--- src/rtl/memory_access_bus.sv ---
// Memory access stage between execute and writeback: issues one req/ack bus
// transaction per load/store, aligns byte lanes, extracts/extends load data,
// and reports misalignment, bus errors and bus timeouts as one-cycle pulses.
//
// Ports:
//   clk, nrst                     clock (rising edge), synchronous active-low reset
//   i_exec_stall, i_fetch_stall   neighbour stalls; an op is accepted only when both are low
//   o_mem_stall                   high for every cycle spent in BUSY
//   i_op, i_dst_gpr, i_result     opcode, destination register, ALU result / effective address
//   i_mem_data                    store data
//   o_req, o_addr, o_rnw, o_be,   bus request, lane-aligned address, read/not-write,
//   o_wdata                       byte enables and lane-replicated store data
//   i_ack, i_rdata, i_err         bus completion, read data and error (valid with i_ack)
//   o_dst_gpr, o_dst_gpr_v        writeback register (0 = none) and value
//   o_exc_align, o_exc_bus,       misalignment / bus-error pulses and faulting address
//   o_exc_addr
module memory_access_bus #(
   parameter int unsigned DATA_WIDTH  = 32,
   parameter int unsigned ADDR_WIDTH  = 32,
   parameter int unsigned REGNO_WIDTH = 5,
   parameter int unsigned TIMEOUT     = 255
) (
   input  logic                     clk,
   input  logic                     nrst,
   input  logic                     i_exec_stall,
   input  logic                     i_fetch_stall,
   output logic                     o_mem_stall,
   input  logic [5:0]               i_op,
   input  logic [REGNO_WIDTH-1:0]   i_dst_gpr,
   input  logic [DATA_WIDTH-1:0]    i_result,
   input  logic [DATA_WIDTH-1:0]    i_mem_data,
   output logic                     o_req,
   output logic [ADDR_WIDTH-1:0]    o_addr,
   output logic                     o_rnw,
   output logic [DATA_WIDTH/8-1:0]  o_be,
   output logic [DATA_WIDTH-1:0]    o_wdata,
   input  logic                     i_ack,
   input  logic [DATA_WIDTH-1:0]    i_rdata,
   input  logic                     i_err,
   output logic [REGNO_WIDTH-1:0]   o_dst_gpr,
   output logic [DATA_WIDTH-1:0]    o_dst_gpr_v,
   output logic                     o_exc_align,
   output logic                     o_exc_bus,
   output logic [ADDR_WIDTH-1:0]    o_exc_addr
);

   localparam int unsigned BEW  = DATA_WIDTH / 8;
   localparam int unsigned OFFW = $clog2(BEW);
   localparam int unsigned HREP = BEW / 2;
   localparam int unsigned WREP = BEW / 4;
   localparam int unsigned TCW  = (TIMEOUT > 1) ? $clog2(TIMEOUT) : 1;
   localparam logic [ADDR_WIDTH-1:0] ALIGN_MASK = ~ADDR_WIDTH'(BEW - 1);

   // Memory opcodes; everything else is a pass-through ALU op.
   localparam logic [5:0] OP_LB  = 6'h20;
   localparam logic [5:0] OP_LH  = 6'h21;
   localparam logic [5:0] OP_LW  = 6'h23;
   localparam logic [5:0] OP_LBU = 6'h24;
   localparam logic [5:0] OP_LHU = 6'h25;
   localparam logic [5:0] OP_SB  = 6'h28;
   localparam logic [5:0] OP_SH  = 6'h29;
   localparam logic [5:0] OP_SW  = 6'h2B;

   localparam logic [1:0] SZ_B = 2'd0;
   localparam logic [1:0] SZ_H = 2'd1;
   localparam logic [1:0] SZ_W = 2'd2;

   typedef enum logic {IDLE, BUSY} state_t;

   state_t                  state_q, state_d;
   logic [TCW-1:0]          cnt_q, cnt_d;
   logic                    req_d, rnw_d, exc_align_d, exc_bus_d;
   logic [ADDR_WIDTH-1:0]   addr_d, exc_addr_d;
   logic [BEW-1:0]          be_d;
   logic [DATA_WIDTH-1:0]   wdata_d, v_d;
   logic [REGNO_WIDTH-1:0]  dst_d;

   // Transaction context kept for the completion cycle
   logic [REGNO_WIDTH-1:0]  ld_dst_q, ld_dst_d;
   logic [1:0]              sz_q, sz_d;
   logic                    sgn_q, sgn_d;
   logic [OFFW-1:0]         off_q, off_d;
   logic [ADDR_WIDTH-1:0]   ea_q, ea_d;

   logic                    mem_op, ld_op, sgn_op, misalign;
   logic [1:0]              sz_op;
   logic [ADDR_WIDTH-1:0]   ea_in;
   logic [OFFW-1:0]         off_in;
   logic [DATA_WIDTH-1:0]   lane, ld_val;

   assign ea_in       = i_result[ADDR_WIDTH-1:0];
   assign off_in      = ea_in[OFFW-1:0];
   assign o_mem_stall = (state_q == BUSY);
   assign lane        = i_rdata >> {off_q, 3'b000};

   // Opcode decode
   always_comb begin
      mem_op = 1'b0;
      ld_op  = 1'b0;
      sgn_op = 1'b0;
      sz_op  = SZ_W;
      case (i_op)
         OP_LB:   begin mem_op = 1'b1; ld_op = 1'b1; sgn_op = 1'b1; sz_op = SZ_B; end
         OP_LH:   begin mem_op = 1'b1; ld_op = 1'b1; sgn_op = 1'b1; sz_op = SZ_H; end
         OP_LW:   begin mem_op = 1'b1; ld_op = 1'b1; sgn_op = 1'b1; sz_op = SZ_W; end
         OP_LBU:  begin mem_op = 1'b1; ld_op = 1'b1; sz_op = SZ_B; end
         OP_LHU:  begin mem_op = 1'b1; ld_op = 1'b1; sz_op = SZ_H; end
         OP_SB:   begin mem_op = 1'b1; sz_op = SZ_B; end
         OP_SH:   begin mem_op = 1'b1; sz_op = SZ_H; end
         OP_SW:   begin mem_op = 1'b1; sz_op = SZ_W; end
         default: ;
      endcase
      misalign = ((sz_op == SZ_H) && off_in[0]) ||
                 ((sz_op == SZ_W) && (off_in[1:0] != 2'b00));
   end

   // Load lane extraction with sign/zero extension
   always_comb begin
      case (sz_q)
         SZ_B:    ld_val = sgn_q ? DATA_WIDTH'($signed(lane[7:0]))  : DATA_WIDTH'(lane[7:0]);
         SZ_H:    ld_val = sgn_q ? DATA_WIDTH'($signed(lane[15:0])) : DATA_WIDTH'(lane[15:0]);
         default: ld_val = sgn_q ? DATA_WIDTH'($signed(lane[31:0])) : DATA_WIDTH'(lane[31:0]);
      endcase
   end

   // Next state and next registered outputs
   always_comb begin
      state_d     = state_q;
      cnt_d       = cnt_q;
      req_d       = o_req;
      addr_d      = o_addr;
      rnw_d       = o_rnw;
      be_d        = o_be;
      wdata_d     = o_wdata;
      dst_d       = o_dst_gpr;
      v_d         = o_dst_gpr_v;
      exc_align_d = 1'b0;
      exc_bus_d   = 1'b0;
      exc_addr_d  = '0;
      ld_dst_d    = ld_dst_q;
      sz_d        = sz_q;
      sgn_d       = sgn_q;
      off_d       = off_q;
      ea_d        = ea_q;

      case (state_q)
         IDLE: begin
            if (!i_exec_stall && !i_fetch_stall) begin
               if (!mem_op) begin
                  dst_d = i_dst_gpr;
                  v_d   = i_result;
               end else if (misalign) begin
                  exc_align_d = 1'b1;
                  exc_addr_d  = ea_in;
                  dst_d       = '0;
               end else begin
                  state_d  = BUSY;
                  cnt_d    = '0;
                  req_d    = 1'b1;
                  addr_d   = ea_in & ALIGN_MASK;
                  rnw_d    = ld_op;
                  dst_d    = '0;
                  ld_dst_d = i_dst_gpr;
                  sz_d     = sz_op;
                  sgn_d    = sgn_op;
                  off_d    = off_in;
                  ea_d     = ea_in;
                  case (sz_op)
                     SZ_B: begin
                        be_d    = BEW'(1) << off_in;
                        wdata_d = {BEW{i_mem_data[7:0]}};
                     end
                     SZ_H: begin
                        be_d    = BEW'(3) << off_in;
                        wdata_d = {HREP{i_mem_data[15:0]}};
                     end
                     default: begin
                        be_d    = BEW'(15) << off_in;
                        wdata_d = {WREP{i_mem_data[31:0]}};
                     end
                  endcase
               end
            end
         end
         BUSY: begin
            if (i_ack) begin
               state_d = IDLE;
               req_d   = 1'b0;
               if (i_err) begin
                  exc_bus_d  = 1'b1;
                  exc_addr_d = ea_q;
                  dst_d      = '0;
               end else if (o_rnw) begin
                  dst_d = ld_dst_q;
                  v_d   = ld_val;
               end
            end else if ((TIMEOUT != 0) && (cnt_q == TCW'(TIMEOUT - 1))) begin
               // Ack never arrived: report exactly like a bus error
               state_d    = IDLE;
               req_d      = 1'b0;
               exc_bus_d  = 1'b1;
               exc_addr_d = ea_q;
               dst_d      = '0;
            end else begin
               cnt_d = cnt_q + TCW'(1);
            end
         end
         default: state_d = IDLE;
      endcase
   end

   // State and output registers
   always_ff @(posedge clk) begin
      if (!nrst) begin
         state_q     <= IDLE;
         cnt_q       <= '0;
         o_req       <= 1'b0;
         o_addr      <= '0;
         o_rnw       <= 1'b0;
         o_be        <= '0;
         o_wdata     <= '0;
         o_dst_gpr   <= '0;
         o_dst_gpr_v <= '0;
         o_exc_align <= 1'b0;
         o_exc_bus   <= 1'b0;
         o_exc_addr  <= '0;
         ld_dst_q    <= '0;
         sz_q        <= SZ_B;
         sgn_q       <= 1'b0;
         off_q       <= '0;
         ea_q        <= '0;
      end else begin
         state_q     <= state_d;
         cnt_q       <= cnt_d;
         o_req       <= req_d;
         o_addr      <= addr_d;
         o_rnw       <= rnw_d;
         o_be        <= be_d;
         o_wdata     <= wdata_d;
         o_dst_gpr   <= dst_d;
         o_dst_gpr_v <= v_d;
         o_exc_align <= exc_align_d;
         o_exc_bus   <= exc_bus_d;
         o_exc_addr  <= exc_addr_d;
         ld_dst_q    <= ld_dst_d;
         sz_q        <= sz_d;
         sgn_q       <= sgn_d;
         off_q       <= off_d;
         ea_q        <= ea_d;
      end
   end

endmodule

--- config.mk ---
export PLATFORM = sky130hd
export DESIGN_NAME = memory_access_bus
export DESIGN_NICKNAME = d
export VERILOG_FILES = /design/src/rtl/memory_access_bus.sv
export SDC_FILE = /design/constraint.sdc
export NUM_CORES = 1
export LEC_CHECK = 0
export BUFFER_PORTS_ARGS = -buffer_cell sky130_fd_sc_hd__buf_4
export CORE_MARGIN = 4
export CORE_UTILIZATION = 51
export DETAILED_ROUTE_END_ITERATION = 8
export PLACE_DENSITY_LB_ADDON = 0.12
export SLEW_MARGIN = 0
export SYNTH_ARGS = -nofsm -noshare
export SYNTH_HDL_FRONTEND = slang
export SYNTH_SLANG_ARGS = --single-unit
export TNS_END_PERCENT = 30
--- constraint.sdc ---
create_clock -name clk -period 1.8 [get_ports clk]
set_input_delay 0.18 -clock clk [delete_from_list [all_inputs] [get_ports clk]]
set_output_delay 0.18 -clock clk [all_outputs]
set_load 0.01 [all_outputs]
# ---- Word level (Yosys, flattened, before mapping)
# Cells that the tools add are included.
dict set report word_totals {
  reg_bits 190
  input_bits 113
  output_inout_bits 142
  elab_cells 122
}
dict set report op_classes {
  add_sub_neg 1
  eq_ne 23
  n_shift 4
  mux 51
  bitwise 5
  reduce_logical 21
}
# operator count
set op_table {}
lappend op_table {{two-way mux 32 bit} 13}
lappend op_table {{one-hot mux 32 bit (2 select lines)} 4}
lappend op_table {{== test 6 bit (second input constant)} 8}
lappend op_table {{two-way mux 8 bit} 5}
lappend op_table {{right shift 32 x 5 -> 32 bit} 1}
lappend op_table {{two-way mux 5 bit} 6}
lappend op_table {{!= test 2 bit (second input constant)} 9}
lappend op_table {{two-way mux 1 bit} 17}
lappend op_table {{one-hot mux 8 bit (2 select lines)} 1}
lappend op_table {{one-hot mux 5 bit (2 select lines)} 1}
lappend op_table {{AND reduction 5 bit} 2}
lappend op_table {{OR reduction 3 bit} 3}
lappend op_table {{adder 8 x 1 -> 8 bit (second input constant)} 1}
lappend op_table {{== test 8 bit (second input constant)} 1}
lappend op_table {{one-hot mux 4 bit (2 select lines)} 1}
lappend op_table {{AND reduction 4 bit} 2}
lappend op_table {{OR reduction 8 bit} 1}
lappend op_table {{NOT 1 bit} 5}
lappend op_table {{OR reduction 5 bit} 1}
lappend op_table {{== test 2 x 1 -> 1 bit (second input constant)} 2}
lappend op_table {{logical NOT 2 bit} 2}
lappend op_table {{!= test 4 bit (second input constant)} 1}
lappend op_table {{one-hot mux 1 bit (2 select lines)} 2}
lappend op_table {{one-hot mux 2 bit (2 select lines)} 1}
lappend op_table {{other kinds (12)} 15}

# ---- Longest topological paths before layout
# Gate-level depths: netlist of run 1.
dict set report logic_depth {
  depth_word 10
  depth_mapped 9
  depth_no_buf 7
}

# ---- Least setup slack after synthesis of run 1
# No wires, ideal clock.
dict set report synth_path {
  path_kind {flip-flop to flip-flop}
  from {reg, netlist name ea_q[1]}
  to {reg o_dst_gpr_v[27]}
  arrival_time_ps 1574
  required_time_ps 1683
  path_slack_ps 109
  stages_incl_launch_ff 8
  period_less_slack_ps 1691
  path_cell_list {dfxtp_1 buf_6 mux2_4 o22ai_2 o21ai_4 buf_6 a21o_1 a32o_1}
}
# element line
set synth_rtl {}
lappend synth_rtl {{end signal, assigned} 241} ;# o_dst_gpr_v <= v_d;
lappend synth_rtl {{end, declared} 41} ;# output logic [DATA_WIDTH-1:0] o_dst_gpr_v,

==> results.py, run 1 <==
metrics = {
    "worst_setup_path": {
        "crit_required_ps": 2120,
        "crit_type": "reg2reg",
        "r2r_start": "ea_q[1]",
        "rr_worst_depth": 6,
        "crit_arrival_ps": 2070,
        "endpoint_kind": "flop",
        "critPathMaxFanout": 8,
        "crit_path_start_kind": "flop",
        "rr_endpoint": "o_dst_gpr_v[24]",
        "startpoint": "ea_q[1]",
        "r2r_slack_ps": 50,
    },
    "logic_synthesis": {
        "syn_area_sq_mm": 0.00744,
        "ys.flop_type": "dfxtp_1",
        "yosysTopAreaCell": "dfxtp_1",
        "ys_seq_area_frac": 0.425,
        "avgSynthCellArea_sq_um": 8.96,
        "postSynthCellCount": 831,
        "ys_top_cells_by_count": "dfxtp_1, a21oi_1, o21ai_0",
        "synth_top_area_frac": 0.425,
        "ys_ff_latch": 158,
        "synth.area.top_cells": "dfxtp_1, mux2i_1, a21oi_1",
        "synth-edff-count": 0,
        "yosysUniqueCellTypes": 63,
        "yosysMostFrequentCell": "dfxtp_1",
        "async_flop_share": 0,
        "yosys_warnings": 0,
    },
    "final_layout": {
        "diodes": 0,
        "final_nets": 1194,
        "fillers": 1091,
        "syn_to_final_growth_pct": 40.6,
        "instances_no_fill": 1272,
        "post-route-util": 0.743,
        "final_layout_size_suffix_gt1_frac": 0.341,
    },
    "sta": {
        "setup_ws_ps": 54.5,
        "finalSetupTns_ps": 0,
        "grt_setup_unrepaired": "false",
        "worst_pin_slew_ps": 560,
        "hold_slack_ps": 16.3,
        "finalClockSkew_ps": 9.09,
        "setup_viol": 0,
        "slew_viol_final": 0,
        "period_minus_slack_ps": 1750,
        "finalHoldViolations": 0,
        "relSlewSlack": 0.625,
        "maxClockFrequency_ghz": 0.573,
        "period_share": 0.970,
    },
    "drt": {
        "first_pass_iters": 5,
        "drtIter0Drc": 636,
        "antenna_left": 0,
        "wirelength_mm": 25.2,
        "routedWlPerCell_um": 19.8,
        "dr_total_vias": 7451,
        "drc_errors": 0,
        "vias_per_cell": 5.86,
    },
    "clock_network": {
        "cts_tree": "done",
        "cts-root-buf": "clkbuf_16",
        "cts-buffers-inserted": 17,
        "clockBufferDepth": 2,
        "cts_sinks": 158,
        "htreeDepth": 4,
        "path_clk_slew_ps": 60,
        "insertion_delay_ps": 430,
    },
    "floorplanning": {
        "start_util": 0.528,
        "row_count": 43,
        "die_area_sq_mm": 0.0166,
        "core_sq_mm": 0.0141,
        "die_width_um": 129,
        "chipHeight_um": 129,
        "io_pins": 255,
    },
    "pwr": {
        "peakVddDrop_mv": 0.588,
        "p_leak_nw": 4.64,
        "p_per_area_mw_per_mm2": 779,
    },
    "grt": {
        "grt-ovfl-total": 0,
        "antenna_found_initial": 0,
        "gr-usage-all-layers": 0.287,
        "grt_first_pass_wirelength_mm": 37.8,
        "grt_pass1_vias": 7113,
        "grt_max_degree": 47,
    },
    "min_path": {
        "holdPathStages": 2,
        "hold_end": "o_exc_addr[10]",
        "min_from": "i_result[10]",
        "hp-class": "in2reg",
    },
    "placement": {
        "preCtsSetupSlack_ps": -43.3,
        "dp_hpwl_mm": 17.3,
        "place_inst": 1206,
        "port_buffers": 252,
        "gp_congestion": 0.893,
    },
    "run_status": {
        "status": "complete, no violations",
    },
    "job": {
        "max_cap_violations": 0,
    },
}
[metrics by stage]
stage                     cell area [sq um]  power, W
final                                 10500   0.00815
after global routing                  10500   0.00840
after CTS                             10300   0.00816
after detailed placement               9400   0.00456
after global placement                 9400   0.00455
after floorplan                        7450   0.00407
[worst max path at each step]
stage / endpoint / slack, ps / depth (start not counted)
after floorplan: o_dst_gpr_v[27] / 110 / 7
after global placement: o_exc_addr[9] / -3 / 8
after detailed placement: o_exc_addr[16] / -40 / 8
after CTS: o_dst_gpr_v[18] / 6 / 6
after global routing: o_dst_gpr_v[24] / 0.3 / 5
final: o_dst_gpr_v[24] / 50 / 6
[cells by family (layout without fill, tap and decap cells)]
logic type,after synthesis,after routing,share of synthesized area
AO/OA/AOI/OAI,305,305,0.276
AND/OR/NAND/NOR,188,188,0.128
flip-flops,158,158,0.425
buffers and inverters,120,380,0.0899
multiplexers,54,54,0.0736
XOR/XNOR,3,3,0.00353
adder cells (fa/ha/maj),2,2,0.00336
other,1,2,0.000504
[timing repair]
item | 4_1_cts | 5_1_grt
gates resized for setup | 5 | 21
pin swaps | 0 | 7
setup buffers | 0 | 3
hold buffers | 28 | 1
setup endpoints to repair | 34 | 85
cloned | 0 | 2
endpoints found under the hold margin | 28 | 1
[flip-flops by register name, indices dropped and copies added, names as in the netlist, 2 cells and up]
signal	flops
cnt_q	8
ea_q	31
o_wdata	32
ld_dst_q	5
o_be	4
o_dst_gpr	5
o_exc_addr	32
o_dst_gpr_v	32
sz_q	2
[layout by cell type, fill, tap and decap left out, types with 3 or more instances in the layout]
cell type / Yosys / final
o21ai_0: 75 / 75
o211ai_1: 9 / 9
nand2b_1: 5 / 3
inv_1: 12 / 10
dfxtp_2: 0 / 6
a211oi_1: 8 / 8
nor2b_1: 11 / 10
nor2_1: 21 / 21
buf_12: 0 / 9
a311oi_1: 3 / 3
clkbuf_16: 0 / 19
clkinvlp_4: 0 / 3
a21o_1: 16 / 16
dlygate4sd3_1: 0 / 29
nand2_1: 52 / 52
nand4_1: 14 / 14
a21oi_1: 86 / 86
a22o_1: 46 / 45
nor3_1: 4 / 4
a31oi_1: 6 / 6
o32ai_1: 7 / 7
o211a_1: 17 / 17
buf_4: 42 / 294
dfxtp_1: 158 / 152
a22oi_1: 5 / 5
mux2i_1: 51 / 51
nand3_1: 61 / 60
a32o_1: 8 / 8
clkbuf_1: 33 / 4
[per-layer routing]
| layer | GRT usage | vias to the layer above | share of wire |
|---|---|---|---|
| li1 | - | 3523 | - |
| met1 | 0.356 | 3496 | 0.39 |
| met2 | 0.477 | 372 | 0.49 |
| met3 | 0.0830 | 60 | 0.091 |
| met4 | 0.100 | 0 | 0.028 |
| met5 | 0 | - | 0 |
[worst max-delay path, stage by stage (launching register included)]
cell and delay [ps]:
dfxtp_2 360, mux2_4 330, o22ai_2 240, o21ai_4 130
buf_12 160, a21o_1 150, a32o_1 250
[power by group]
group	total (W)	switching, W	internal [W]	leakage (nW)
logic	0.000961	0.000496	0.000464	3.09
registers	0.00360	0.0000389	0.00356	1.28
clock network	0.00359	0.00147	0.00212	0.274
total	0.00815	0.00201	0.00614	4.64
[layout make-up]
cell class	instances	area, sq um	area share
well taps	180	225	0.0215
clock inverters	9	110	0.0105
repair buffers	336	2750	0.263
flip-flops and latches	158	3170	0.303
clock buffers	23	468	0.0447
multi-input cells	554	3690	0.353
inverters	12	45.0	0.00430
(Power assumes the default switching activity.)
==> run 2: changes to the inputs <==
CORE_UTILIZATION = 52   (was 51)
CTS_BUF_LIST = sky130_fd_sc_hd__clkbuf_2   (was not set)
==> run 2 against run 1 <==
  * Non-clock buffer count rose by 79
  * Wire length grew 2.5%
  * Critical endpoint is now o_wdata[29]
  * Die area down 1.8%
  * Count of clock-buffer cells in the layout shrank 5
  * Sequential share of layout area decreased by 0.98 points
==> results.py, run 2 (synthesis gave the netlist of run 1 again) <==
metrics = {
    "drt": {
        "vias_per_cell": 5.82,
        "first_pass_iters": 5,
        "drc_errors": 0,
        "routedWlPerCell_um": 19.2,
        "dr_total_vias": 7849,
        "antenna_left": 0,
        "drtIter0Drc": 592,
        "wirelength_mm": 25.9,
    },
    "pwr": {
        "switching_share": 0.291,
        "p_switching_w": 0.00184,
        "peakVddDrop_mv": 0.479,
        "p_leak_nw": 4.78,
        "internal-power_w": 0.00450,
        "power_frac_comb": 0.179,
        "p_per_area_mw_per_mm2": 586,
        "total_power_w": 0.00634,
        "pwr-share-seq": 0.569,
        "clkPwrFrac": 0.252,
    },
    "sta": {
        "setup_viol": 0,
        "slew_viol_final": 0,
        "finalClockSkew_ps": 28.0,
        "hold_slack_ps": 78.3,
        "period_share": 0.989,
        "period_minus_slack_ps": 1780,
        "maxClockFrequency_ghz": 0.562,
        "worst_pin_slew_ps": 594,
        "finalSetupTns_ps": 0,
        "grt_setup_unrepaired": "false",
        "relSlewSlack": 0.602,
        "finalHoldViolations": 0,
    },
    "final_layout": {
        "final_layout_size_suffix_gt1_frac": 0.308,
        "syn_to_final_growth_pct": 45.2,
        "layout_commonest_cell": "buf_4",
        "reg.largest.list": "o_dst_gpr_v: 32 flops, o_exc_addr: 32 flops, o_wdata: 32 flops",
        "fillers": 987,
        "final_cell_mix": "buf_4, dfxtp_1, dlygate4sd3_1",
        "post-route-util": 0.776,
        "final_nets": 1273,
        "diodes": 0,
        "instances_no_fill": 1349,
    },
    "worst_setup_path": {
        "crit_type": "in2reg",
        "crit_path_top_delay_cell": "dlygate4sd3_1",
        "slowest_delay_ps": 610,
        "crit_arrival_ps": 2460,
        "crit_path_start_kind": "input port",
        "path_buf_inv": 4,
        "path_cells": "dlygate4sd3_1, buf_4, buf_4, o211ai_1, dlygate4sd3_1, mux2i_1",
        "cpLargestDelayFamily": "buffers and inverters",
        "endpoint_kind": "flop",
        "critPathMaxFanout": 36,
        "crit_required_ps": 2480,
    },
    "clock_network": {
        "cts_setup_buffers": 0,
        "insertion_delay_ps": 750,
        "cts-buffers-inserted": 17,
        "path_clk_slew_ps": 220,
        "cts-root-buf": "clkbuf_2",
        "cts_sinks": 158,
        "clockBufferDepth": 2,
        "cts_tree": "done",
        "htreeDepth": 4,
    },
    "grt": {
        "grt_first_pass_wirelength_mm": 39.6,
        "gr-usage-all-layers": 0.306,
        "grt-ovfl-total": 0,
        "antenna_found_initial": 0,
        "grt_max_degree": 43,
        "grt_pass1_vias": 7553,
    },
    "placement": {
        "dp_hpwl_mm": 17.4,
        "port_buffers": 252,
        "place_inst": 1204,
        "gp_congestion": 0.946,
    },
    "job": {
        "max_cap_violations": 0,
    },
    "run_status": {
        "status": "complete, no violations",
    },
    "floorplanning": {
        "row_count": 43,
        "io_pins": 255,
        "die_width_um": 128,
        "chipHeight_um": 128,
        "core_sq_mm": 0.0139,
        "start_util": 0.534,
        "die_area_sq_mm": 0.0163,
    },
    "min_path": {
        "hp-class": "in2reg",
    },
}
## run 2: changes by cell type in the layout (fill, tap and decap cells not counted), sizes merged
cell / before / now
buf: 305 / 300
clkinv: 3 / 7
dlygate4sd3: 29 / 114
clkbuf: 25 / 19
inv: 13 / 14
bufinv: 2 / 0
## run 2: per-stage QoR
step                setup WS (ps)  instance area [sq um]
floorplan                     109                   7450
global placement             61.1                   9410
detailed placement           22.7                   9410
CTS                          8.72                  10700
global route                 6.85                  10800
finish                       20.1                  10800
## run 2: final timing paths
check / from / endpoint / slack, ps / depth (start not counted)
min reg2reg: o_wdata[31] / o_wdata[31] / 480 / 2
max: nrst / o_wdata[29] / 20 / 6
max reg2reg: cnt_q[0] / o_exc_addr[4] / 80 / 8
min: i_rdata[4] / o_dst_gpr_v[4] / 80 / 6
## run 2: power groups by stage
stage,registers (W),clock network (W),logic (W)
2_1_floorplan,0.00369,0,0.000374
3_3_place_gp,0.00368,0,0.000882
3_5_place_dp,0.00367,0,0.000886
4_1_cts,0.00361,0.00162,0.00109
5_1_grt,0.00362,0.00176,0.00121
6_report,0.00361,0.00160,0.00114
## run 2: tightest hold or removal path: stages
cell      delay (ps)
buf_4             90
nor2b_1          120
a211oi_1          50
a21oi_1          150
mux2i_1           90
a21oi_1          130
## run 2: timing repair
action | in CTS | in global routing
endpoints found under the setup margin | 0 | 103
gates resized for setup | 0 | 19
endpoints found under the hold margin | 152 | 0
hold buffers | 115 | 0
## run 2: routing by layer
layer  share of wire  GRT usage
met5               0          0
met4           0.035      0.140
met3           0.083     0.0761
met2            0.49      0.507
met1            0.39      0.376
## run 2: cell type report
type                    instances  area, sq um  share of cell area
repair buffers                415         3540               0.327
well taps                     180          225              0.0208
clock buffers                  18         90.1             0.00833
multi-input cells             554         3670               0.340
flip-flops and latches        158         3170               0.293
inverters                      12         45.0             0.00417
clock inverters                12         73.8             0.00683
